--- src/rtl/sd_sector_responder.sv ---
// sd_sector_responder: moves one 256-word sector between a core buffer and word-addressed storage
//   clk_sys/reset_n : rising-edge clock, asynchronous active-low reset
//   sd_lba/sd_rd/sd_wr : sector request (read wins when both are high), sd_ack high during transfer
//   sd_buff_* : core buffer port (addr, write data + strobe, read data one cycle after addr)
//   st_* : storage port (addr {lba,idx}, rd/wr held until st_ready, wdata/rdata)
//   err : sticky flag for out-of-range sector or storage timeout, cleared on next accepted request
module sd_sector_responder #(
    parameter logic [31:0] MAX_LBA = 32'h0000_000F,
    parameter logic [15:0] TIMEOUT = 16'd1023
) (
    input  logic        clk_sys,
    input  logic        reset_n,
    input  logic [31:0] sd_lba,
    input  logic        sd_rd,
    input  logic        sd_wr,
    output logic        sd_ack,
    output logic [7:0]  sd_buff_addr,
    output logic [15:0] sd_buff_dout,
    output logic        sd_buff_wr,
    input  logic [15:0] sd_buff_din,
    output logic [39:0] st_addr,
    output logic        st_rd,
    output logic        st_wr,
    output logic [15:0] st_wdata,
    input  logic [15:0] st_rdata,
    input  logic        st_ready,
    output logic        err
);
    typedef enum logic [2:0] {IDLE, START, RD_REQ, RD_PUT, WR_ADDR, WR_LAT, WR_REQ, DONE} state_t;
    state_t      state_q;
    logic [31:0] lba_q;
    logic [7:0]  idx_q;
    logic [7:0]  idx_d;
    logic [15:0] cnt_q;
    logic [15:0] dout_q;
    logic [15:0] wdata_q;
    logic        rd_q;
    logic        ack_q;
    logic        buff_wr_q;
    logic        st_rd_q;
    logic        st_wr_q;
    logic        err_q;
    logic        oor;
    logic        timed_out;
    logic        word_done;
    always_comb begin
        oor       = lba_q > MAX_LBA;
        timed_out = cnt_q == TIMEOUT - 16'd1;
        // an out-of-range sector never talks to storage, so its words finish at once
        word_done = oor || st_ready || timed_out;
        idx_d     = idx_q + 8'd1;
    end
    assign sd_ack       = ack_q;
    assign sd_buff_addr = idx_q;
    assign sd_buff_dout = dout_q;
    assign sd_buff_wr   = buff_wr_q;
    assign st_addr      = {lba_q, idx_q};
    assign st_rd        = st_rd_q;
    assign st_wr        = st_wr_q;
    assign st_wdata     = wdata_q;
    assign err          = err_q;
    always_ff @(posedge clk_sys or negedge reset_n) begin
        if (!reset_n) begin
            state_q   <= IDLE;
            lba_q     <= '0;
            idx_q     <= '0;
            cnt_q     <= '0;
            dout_q    <= '0;
            wdata_q   <= '0;
            rd_q      <= 1'b0;
            ack_q     <= 1'b0;
            buff_wr_q <= 1'b0;
            st_rd_q   <= 1'b0;
            st_wr_q   <= 1'b0;
            err_q     <= 1'b0;
        end else begin
            buff_wr_q <= 1'b0;
            case (state_q)
                IDLE: if ((sd_rd || sd_wr) && !ack_q) begin
                    lba_q   <= sd_lba;
                    rd_q    <= sd_rd;
                    err_q   <= 1'b0;
                    idx_q   <= '0;
                    ack_q   <= 1'b1;
                    state_q <= START;
                end
                START: begin
                    if (oor) err_q <= 1'b1;
                    cnt_q   <= '0;
                    st_rd_q <= rd_q && !oor;
                    state_q <= rd_q ? RD_REQ : WR_ADDR;
                end
                RD_REQ: if (word_done) begin
                    st_rd_q   <= 1'b0;
                    buff_wr_q <= 1'b1;
                    // a timed-out or out-of-range word is delivered as zero
                    dout_q    <= (!oor && st_ready) ? st_rdata : 16'h0000;
                    if (!oor && !st_ready) err_q <= 1'b1;
                    state_q   <= RD_PUT;
                end else begin
                    cnt_q <= cnt_q + 16'd1;
                end
                RD_PUT: begin
                    idx_q <= idx_d;
                    cnt_q <= '0;
                    if (idx_q == 8'hFF) begin
                        ack_q   <= 1'b0;
                        state_q <= DONE;
                    end else begin
                        st_rd_q <= !oor;
                        state_q <= RD_REQ;
                    end
                end
                WR_ADDR: state_q <= WR_LAT;
                WR_LAT: begin
                    wdata_q <= sd_buff_din;
                    st_wr_q <= !oor;
                    cnt_q   <= '0;
                    state_q <= WR_REQ;
                end
                WR_REQ: if (word_done) begin
                    st_wr_q <= 1'b0;
                    if (!oor && !st_ready) err_q <= 1'b1;
                    idx_q   <= idx_d;
                    if (idx_q == 8'hFF) begin
                        ack_q   <= 1'b0;
                        state_q <= DONE;
                    end else begin
                        state_q <= WR_ADDR;
                    end
                end else begin
                    cnt_q <= cnt_q + 16'd1;
                end
                DONE: state_q <= IDLE;
            endcase
        end
    end
endmodule

--- config.mk ---
export PLATFORM = sky130hd
export DESIGN_NAME = sd_sector_responder
export DESIGN_NICKNAME = d
export VERILOG_FILES = /design/src/rtl/sd_sector_responder.sv
export SDC_FILE = /design/constraint.sdc
export NUM_CORES = 1
export LEC_CHECK = 0
export CORE_ASPECT_RATIO = 0.7
export CORE_MARGIN = 2
export CORE_UTILIZATION = 45
export CTS_CLUSTER_DIAMETER = 150
export DETAILED_ROUTE_END_ITERATION = 16
export DONT_BUFFER_PORTS = 1
export PLACE_DENSITY = 0.66
export SLEW_MARGIN = 20
export SYNTH_ARGS = -nofsm -noshare
export SYNTH_HDL_FRONTEND = slang
export SYNTH_SLANG_ARGS = --single-unit
--- constraint.sdc ---
create_clock -name clk_sys -period 2.81 [get_ports clk_sys]
set_clock_uncertainty 0.05 [all_clocks]
set_input_delay 0.281 -clock clk_sys [delete_from_list [all_inputs] [get_ports clk_sys]]
set_output_delay 0.281 -clock clk_sys [all_outputs]
set_load 0.005 [all_outputs]
== Word level (Yosys, flattened, before mapping) ==
Index checks and enable logic that the tools add are counted.

* Equal/unequal tests: 17
* Add/subtract/negate cells: 2
* Multiplexer cells: 28
* $lt $le $gt $ge: 1
* Reduce and logical (&&, ||, !) cells: 26

{| class="wikitable"
|+ Operators with widths
! kind !! count
|-
| > comparator 32 x 4 -> 1 bit (second input constant) || 1
|-
| two-way mux 16 bit || 2
|-
| one-hot mux 16 bit (2 select lines) || 1
|-
| one-hot mux 3 bit (8 select lines) || 1
|-
| one-hot mux 8 bit (3 select lines) || 1
|-
| adder 16 x 1 -> 16 bit (second input constant) || 1
|-
| equality test 16 x 10 -> 1 bit (second input constant) || 1
|-
| two-way mux 8 bit || 2
|-
| two-way mux 3 bit || 5
|-
| equality test 3 bit (second input constant) || 4
|-
| inequality test 2 bit (second input constant) || 6
|-
| two-way mux 1 bit || 11
|-
| one-hot mux 1 bit (3 select lines) || 3
|-
| AND reduction 3 bit || 3
|-
| nonzero test 3 bit || 3
|-
| adder 8 x 1 -> 8 bit (second input constant) || 1
|-
| equality test 8 bit (second input constant) || 1
|-
| AND reduction 2 bit || 4
|-
| equality test 3 x 2 -> 1 bit (second input constant) || 2
|-
| AND reduction 5 bit || 1
|-
| logical AND 1 bit || 4
|-
| inequality test 2 x 1 -> 1 bit (second input constant) || 2
|-
| nonzero test 2 bit || 2
|-
| equality test 3 x 1 -> 1 bit (second input constant) || 1
|-
| other kinds (7) || 11
|}

* Output and inout bits: 85
* Input port bits: 69
* Bits in registers: 97
* Logic and storage cells: 86

== Depth between registers and ports, before layout ==
Gate-level depths: netlist of the first run.

* Depth in word-level cells: 6
* Gate-level depth with buffers: 10
* Gate-level depth less buffers: 7

== Least setup slack after synthesis of the first run ==
OpenSTA, ideal clock, no wires.

* Path type: reg-to-reg
* From: register cnt_q[0]
* To: register cnt_q[14]
* Required time: 2.682 ns
* Buffers on the path: 2
* Stages on the path, launching flop included: 10
* Setup slack: 0.569 ns
* Arrival time: 2.113 ns
* Clock period less this slack: 2.241 ns
* Setup time: 0.078 ns
* Cell sequence: dfrtp_1 > inv_1 > ha_1 > nor4b_1 > and4_1 > buf_2 > or3_4 > buf_6 > or4_1 > a21oi_1

* Longest elaborated chain between the ends: 4
* Elaborated cells between the ends (all ways): 7
* Those cells by class: add/sub: 1; eq/ne: 2; mux: 2; reduce/logical: 2

{| class="wikitable"
|+ RTL lines
! element !! line !! source
|-
| start: declaration || 34 || <nowiki>logic [15:0] cnt_q;</nowiki>
|-
| start signal: assignment || 101 || <nowiki>cnt_q <= cnt_q + 16'd1;</nowiki>
|-
| start signal: assignment || 132 || <nowiki>cnt_q <= cnt_q + 16'd1;</nowiki>
|-
| branches (longest 4 deep; another with adder 16 x 1 -> 16 bit) || - ||
|}

Several ways; the timed one is not identified. The select of a mux whose other input is x is not followed.
A chain may end at the register's enable or synchronous reset.

== Worst setup path in the final report of the first run ==
* From: register lba_q[16]
* To: register cnt_q[12]

* Longest elaborated chain between the ends: 5

{| class="wikitable"
|+ RTL lines
! element !! line !! source
|-
| start: declaration || 31 || <nowiki>logic [31:0] lba_q;</nowiki>
|-
| start signal: assignment || 80 || <nowiki>lba_q <= sd_lba;</nowiki>
|-
| > comparator 32 x 4 -> 1 bit || 47 || <nowiki>oor = lba_q > MAX_LBA;</nowiki>
|-
| logical OR 1 bit (2 in series) || 50 || <nowiki>word_done = oor || st_ready || timed_out;</nowiki>
|-
| inequality test 2 bit (no source line) || - ||
|-
| AND reduction 2 bit (no source line) || - ||
|}

No other way between the ends.

==> metrics.txt, run 1 <==
status=finished clean; Synth Flop Type=dfrtp_1; Clock Latency Late Sink=between 300 and 400 ps; clock period minus final worst setup slack=2490 ps; setup tns final=0 ps; Final setup viols=0; most common cell in the netlist=nand2_1; worst-path fanout max=20; Finished Cell Area=5090 um2; total number of vias=3253; Crit. End Element=register; CTS root buf=clkbuf_16; Req. time, crit path=3020 ps; Final HPWL DP=between 6000 and 7000 um; die width=122 um; Worst slew margin=0.530; Least-Margin Pin Slew=703 ps; max-slew violation count=0; antenna violations before repair=0; Post-Layout Cell Count=572; Layout area overhead=16.1%; main area contributors after synthesis=dfrtp_1, nand2_1, mux2_2, a22o_1, a21oi_1; Final nets=512; first-pass GRT wire length=16000 um; layout cells sized above 1=0.137; pin count of the biggest net entering global routing=98; Post-synth EDFFs=0; CTS buffer count=9; maxcap violations=0; clock sinks=97; Ys Warns=0; synthesized area=4380 um2; H-tree depth=3; clock slew at reported path FFs=approximately 70 ps; GPL Wtd Cong=0.815; Synth top area share=0.554; cell area power density=913 nW/um2; reg2reg setup slack=320 ps; CTS tree=done; WS Path Type=reg -> reg; leakage dissipation=2.30 nW; DIE HEIGHT=slightly below 90 um; vias in the first global route=3174; WHS=17.3 ps; Final ANT Viol Nets=0; Synth Register Bits=between 90 and 100; syn_area_per_cell=about 10 um2; peak supply drop=0.553 mV; Post-Syn Nets=491; die area=10500 um2; crit path launch type=register; Ports=154; FMAX=between 400 and 500 MHz; sequential-to-total area share from yosys stat=0.554; Clock Tree Buf Depth=2; Worst Path Arrival=~2700 ps; final core utilization=0.531; distinct cell type count after synthesis=51; Syn Inst Count=419; drt wl/cell=roughly 17 um; Post-DP Area=4470 um2; antenna diode count=0; DRT Pass-1 Iters=4; Setup Buffers After CTS=0; Overall Global Routing Usage=0.196; fin crit share=0.886; Initial Util=0.458; unrepaired setup endpoints after global routing=false; Port-buffer cells=0; DRC viols=0; cell taking the most area after synthesis=dfrtp_1; total grt overflow=0; core area=9570 um2; final hold viol count=0; Rows=30; FFs w/ async S/R, synth=1.00; Starting DRT DRC Count=around 260; via/cell ratio=5.69; placed insts=529; Detailed Route WL=9990 um; worst min path class=in -> reg; commonest cells in the netlist=nand2_1, dfrtp_1, mux2_2
## through the flow
step	total power, mW	setup slack (ps)
4_1_cts	4.67	333
2_1_floorplan	3.00	569
3_3_place_gp	3.23	407
5_1_grt	4.92	120
6_report	4.64	321
3_5_place_dp	3.29	356
## area by class of cell
cell class | count | area [um2]
fill | 821 | 4490
timing repair buffer | 37 | 365
sequential | 97 | 2430
clock inverter | 4 | 76.3
tap | 128 | 160
multi-input combinational | 288 | 1790
inverter | 7 | 26.3
clock buffer | 11 | 243
## registers in the layout (all words and copies together), names as in the netlist
register      flops
sd_buff_dout     16
rd_q              1
sd_buff_addr      8
sd_buff_wr        1
err               1
lba_q            32
st_rd             1
st_wr             1
cnt_q            16
sd_ack            1
state_q           3
st_wdata         16
## final timing paths
path	start	endpoint	cells after the start
min in group asynchronous	reset_n	cnt_q[13]$_DFFE_PN0P_	2
max reg2reg	lba_q[16]$_DFFE_PN0P_	cnt_q[12]$_DFFE_PN0P_	5
min	st_rdata[10]	sd_buff_dout[10]$_DFFE_PN0P_	1
min reg2reg	st_wdata[6]$_DFFE_PN0P_	st_wdata[6]$_DFFE_PN0P_	1
max	lba_q[16]$_DFFE_PN0P_	cnt_q[12]$_DFFE_PN0P_	5
max in group asynchronous	reset_n	lba_q[6]$_DFFE_PN0P_	2
## critical path: stages, from the launching register on
cell and delay, ps:
dfrtp_1 420, nor4_1 520, nand4_1 260, or3_4 490, or4_1 530, a21oi_1 150
## cell families after synthesis
family / Yosys count / share of synthesized area
buffers and inverters: 34 / 0.0394
and+or+nand+nor: 193 / 0.225
adders and majority gates: 3 / 0.00857
AOI/OAI and AO/OA: 65 / 0.106
muxes: 23 / 0.0586
xor gates and xnor gates: 4 / 0.00800
DFF: 97 / 0.554
## power by group
part	total [mW]	leakage [nW]	internal (mW)	switching [mW]
registers	2.27	1.24	1.81	0.464
clock network	1.32	0.152	0.803	0.518
logic	1.05	0.905	0.482	0.568
## layout by cell type (no fill, tap or decap), types with 6 or more instances in the layout
cell type / synthesis / routed
nand3_1: 10 / 10
nor4_1: 9 / 9
nand2b_1: 7 / 7
clkbuf_16: 0 / 9
buf_4: 8 / 9
nor3_1: 6 / 6
dfrtp_1: 97 / 97
a22o_1: 19 / 19
mux2_2: 21 / 21
nor2_1: 12 / 12
nand2_1: 106 / 106
and2_1: 6 / 6
inv_1: 7 / 7
a21oi_1: 13 / 13
o21ai_0: 11 / 11
or3_1: 6 / 6
dlygate4sd3_1: 0 / 27
## metal layers
layer / routed length [um] / GRT usage / part of all wire
met5: 0 / 0 / 0
met2: 4560 / 0.293 / 0.46
met3: 906 / 0.0737 / 0.091
met4: 137 / 0.0690 / 0.014
met1: 4390 / 0.265 / 0.44
## timing repair
action | CTS | global route
endpoints found under the hold margin | 123 | 0
endpoints found under the setup margin | 0 | 0
gates resized for setup | 0 | 0
hold buffers | 28 | 0
No activity file was read; power rests on OpenSTA's default activity.
==> run 2: changes to the inputs <==
==> constraint.sdc (replaced) <==
create_clock -name clk_sys -period 2.81 [get_ports clk_sys]
set_clock_uncertainty 0.05 [all_clocks]
set_input_delay 0.281 -clock clk_sys [delete_from_list [all_inputs] [get_ports clk_sys]]
set_output_delay 0.281 -clock clk_sys [all_outputs]
set_load 0.01 [all_outputs]
==> run 2 against run 1 <==
  * Design area down 2.4%
  * Setup slack improved by 6.4 ps
  * Combinational power is essentially flat
  * Non-clock buffer count shrank 9
  * Sequential power up 7%
  * Global-route usage barely moved
  * Die area stayed put
  * Fmax up 0.26%
  * Wire length rose by 0.70%
  * Utilization is 1.3 points lower
  * Via count down 2.0%
  * Final cell count is 1.6% lower
  * Critical path type unchanged
==> metrics.txt, run 2 (same netlist as run 1, synthesis figures left out) <==
Final HPWL DP=6910 um; CP Cell Sequence=nor4_1, nand4_1, or3_4, or4_1, a21oi_1; WS Path Type=reg -> reg; Crit. End Element=register; Final ANT Viol Nets=0; Setup Buffers After CTS=0; met2 Track Usage GR=0.295; total number of vias=3189; Initial Util=0.458; FMAX=~400 MHz; GR peak layer=met2; Clock Tree Buf Depth=2; worst min path class=in -> reg; die area=10500 um2; DRT Pass-1 Iters=4; CTS tree=done; antenna diode count=0; core area=9570 um2; total grt overflow=0; first-pass GRT wire length=16200 um; Overall Global Routing Usage=0.197; Global Route met1 Usage=0.267; Starting DRT DRC Count=202; crit-path max cell delay=between 500 and 600 ps; antenna violations before repair=0; Hold-fix buffers, CTS=19; DRC viols=0; most common cell after layout, fill and taps aside=nand2_1; clock period minus final worst setup slack=2480 ps; drt wl/cell=17.9 um; H-tree depth=3; commonest non-fill, non-tap cells in the layout=nand2_1, dfrtp_1, mux2_2; PostCTS Resize Cnt=0; cell area power density=~940 nW/um2; vias in the first global route=3180; final hold viol count=0; die width=122 um; unrepaired setup endpoints after global routing=false; GPL Wtd Cong=a little under 0.8; final core utilization=0.519; CTS buffer count=9; Final nets=503; grt met3 use=0.0717; fin crit share=0.883; Worst slew margin=0.454; layout cells sized above 1=0.140; Detailed Route WL=10100 um; Fill cells=about 840; max-slew violation count=0; CTS root buf=clkbuf_16; Crit-path slowest cell=or4_1; Largest register FFs=32; clock sinks=97; WHS=8.10 ps; setup tns final=0 ps; Worst Path Arrival=~2700 ps; Most flops, register=lba_q; Req. time, crit path=3020 ps; leakage dissipation=2.25 nW; clock slew at reported path FFs=60 ps; status=finished clean; maxcap violations=0; Ports=154; Least-Margin Pin Slew=813 ps; Layout area overhead=13.3%; via/cell ratio=5.66; Rows=30; crit path launch type=register; Final setup viols=0; Port-buffer cells=0; peak supply drop=0.670 mV; Clock Latency Late Sink=340 ps; worst-path fanout max=20; DIE HEIGHT=86.5 um; pin count of the biggest net entering global routing=98
==> run 2: cell types whose count changed in the layout (fill, tap and decap cells not counted), sizes merged <==
| cell | change |
|---|---|
| dlygate4sd3 | -9 |
| inv | -1 |
| clkinv | +4 |
| clkbuf | -1 |
| bufinv | -1 |
| clkinvlp | -1 |
==> run 2: final cells by class <==
cell class / count / area [um2] / area share
repair buffers: 28 / 275 / 0.0555
clock buffers: 10 / 229 / 0.0461
flip-flops and latches: 97 / 2430 / 0.489
clock inverters: 5 / 57.6 / 0.0116
well taps: 128 / 160 / 0.0323
inverters: 7 / 26.3 / 0.00529
multi-input cells: 288 / 1790 / 0.360
==> run 2: stage by stage <==
step | cell area [um2] | worst slack, ps | power (mW) | instances
after floorplan | 4380 | 564 | 3.15 | 419
after global placement | 4470 | 404 | 3.38 | 529
after detailed placement | 4470 | 349 | 3.44 | 529
after CTS | 4960 | 331 | 4.69 | 563
after global routing | 4960 | 109 | 4.94 | 563
final | 4960 | 328 | 4.66 | 563
==> run 2: routing by layer <==
metal	routed length, um	up-vias
met3	888	13
met1	4430	1582
met5	0	-
met4	149	0
li1	-	1488
met2	4590	106
==> run 2: critical path, delay by kind of cell (launching register included) <==
kind | cells | cell delay, ps
flops | 1 | 440
simple gates | 4 | 1750
compound gates | 1 | 160
==> run 2: power by group <==
group          switching, mW  total, mW  internal (mW)
clock network          0.511       1.20          0.685
registers              0.620       2.43           1.81
logic                  0.565       1.04          0.473
==> run 2: path summary, 6_finish.rpt <==
kind | start | endpoint | slack [ps] | depth (start not counted)
max reg2reg | lba_q[16]$_DFFE_PN0P_ | cnt_q[14]$_DFFE_PN0P_ | 330 | 5
min in group asynchronous | reset_n | cnt_q[14]$_DFFE_PN0P_ | 470 | 2
max | lba_q[16]$_DFFE_PN0P_ | cnt_q[14]$_DFFE_PN0P_ | 330 | 5
min reg2reg | rd_q$_DFFE_PN0P_ | state_q[1]$_DFFE_PN0P_ | 500 | 2
min | sd_lba[19] | lba_q[19]$_DFFE_PN0P_ | 8 | 2
max in group asynchronous | reset_n | st_wdata[10]$_DFFE_PN0P_ | 1860 | 2
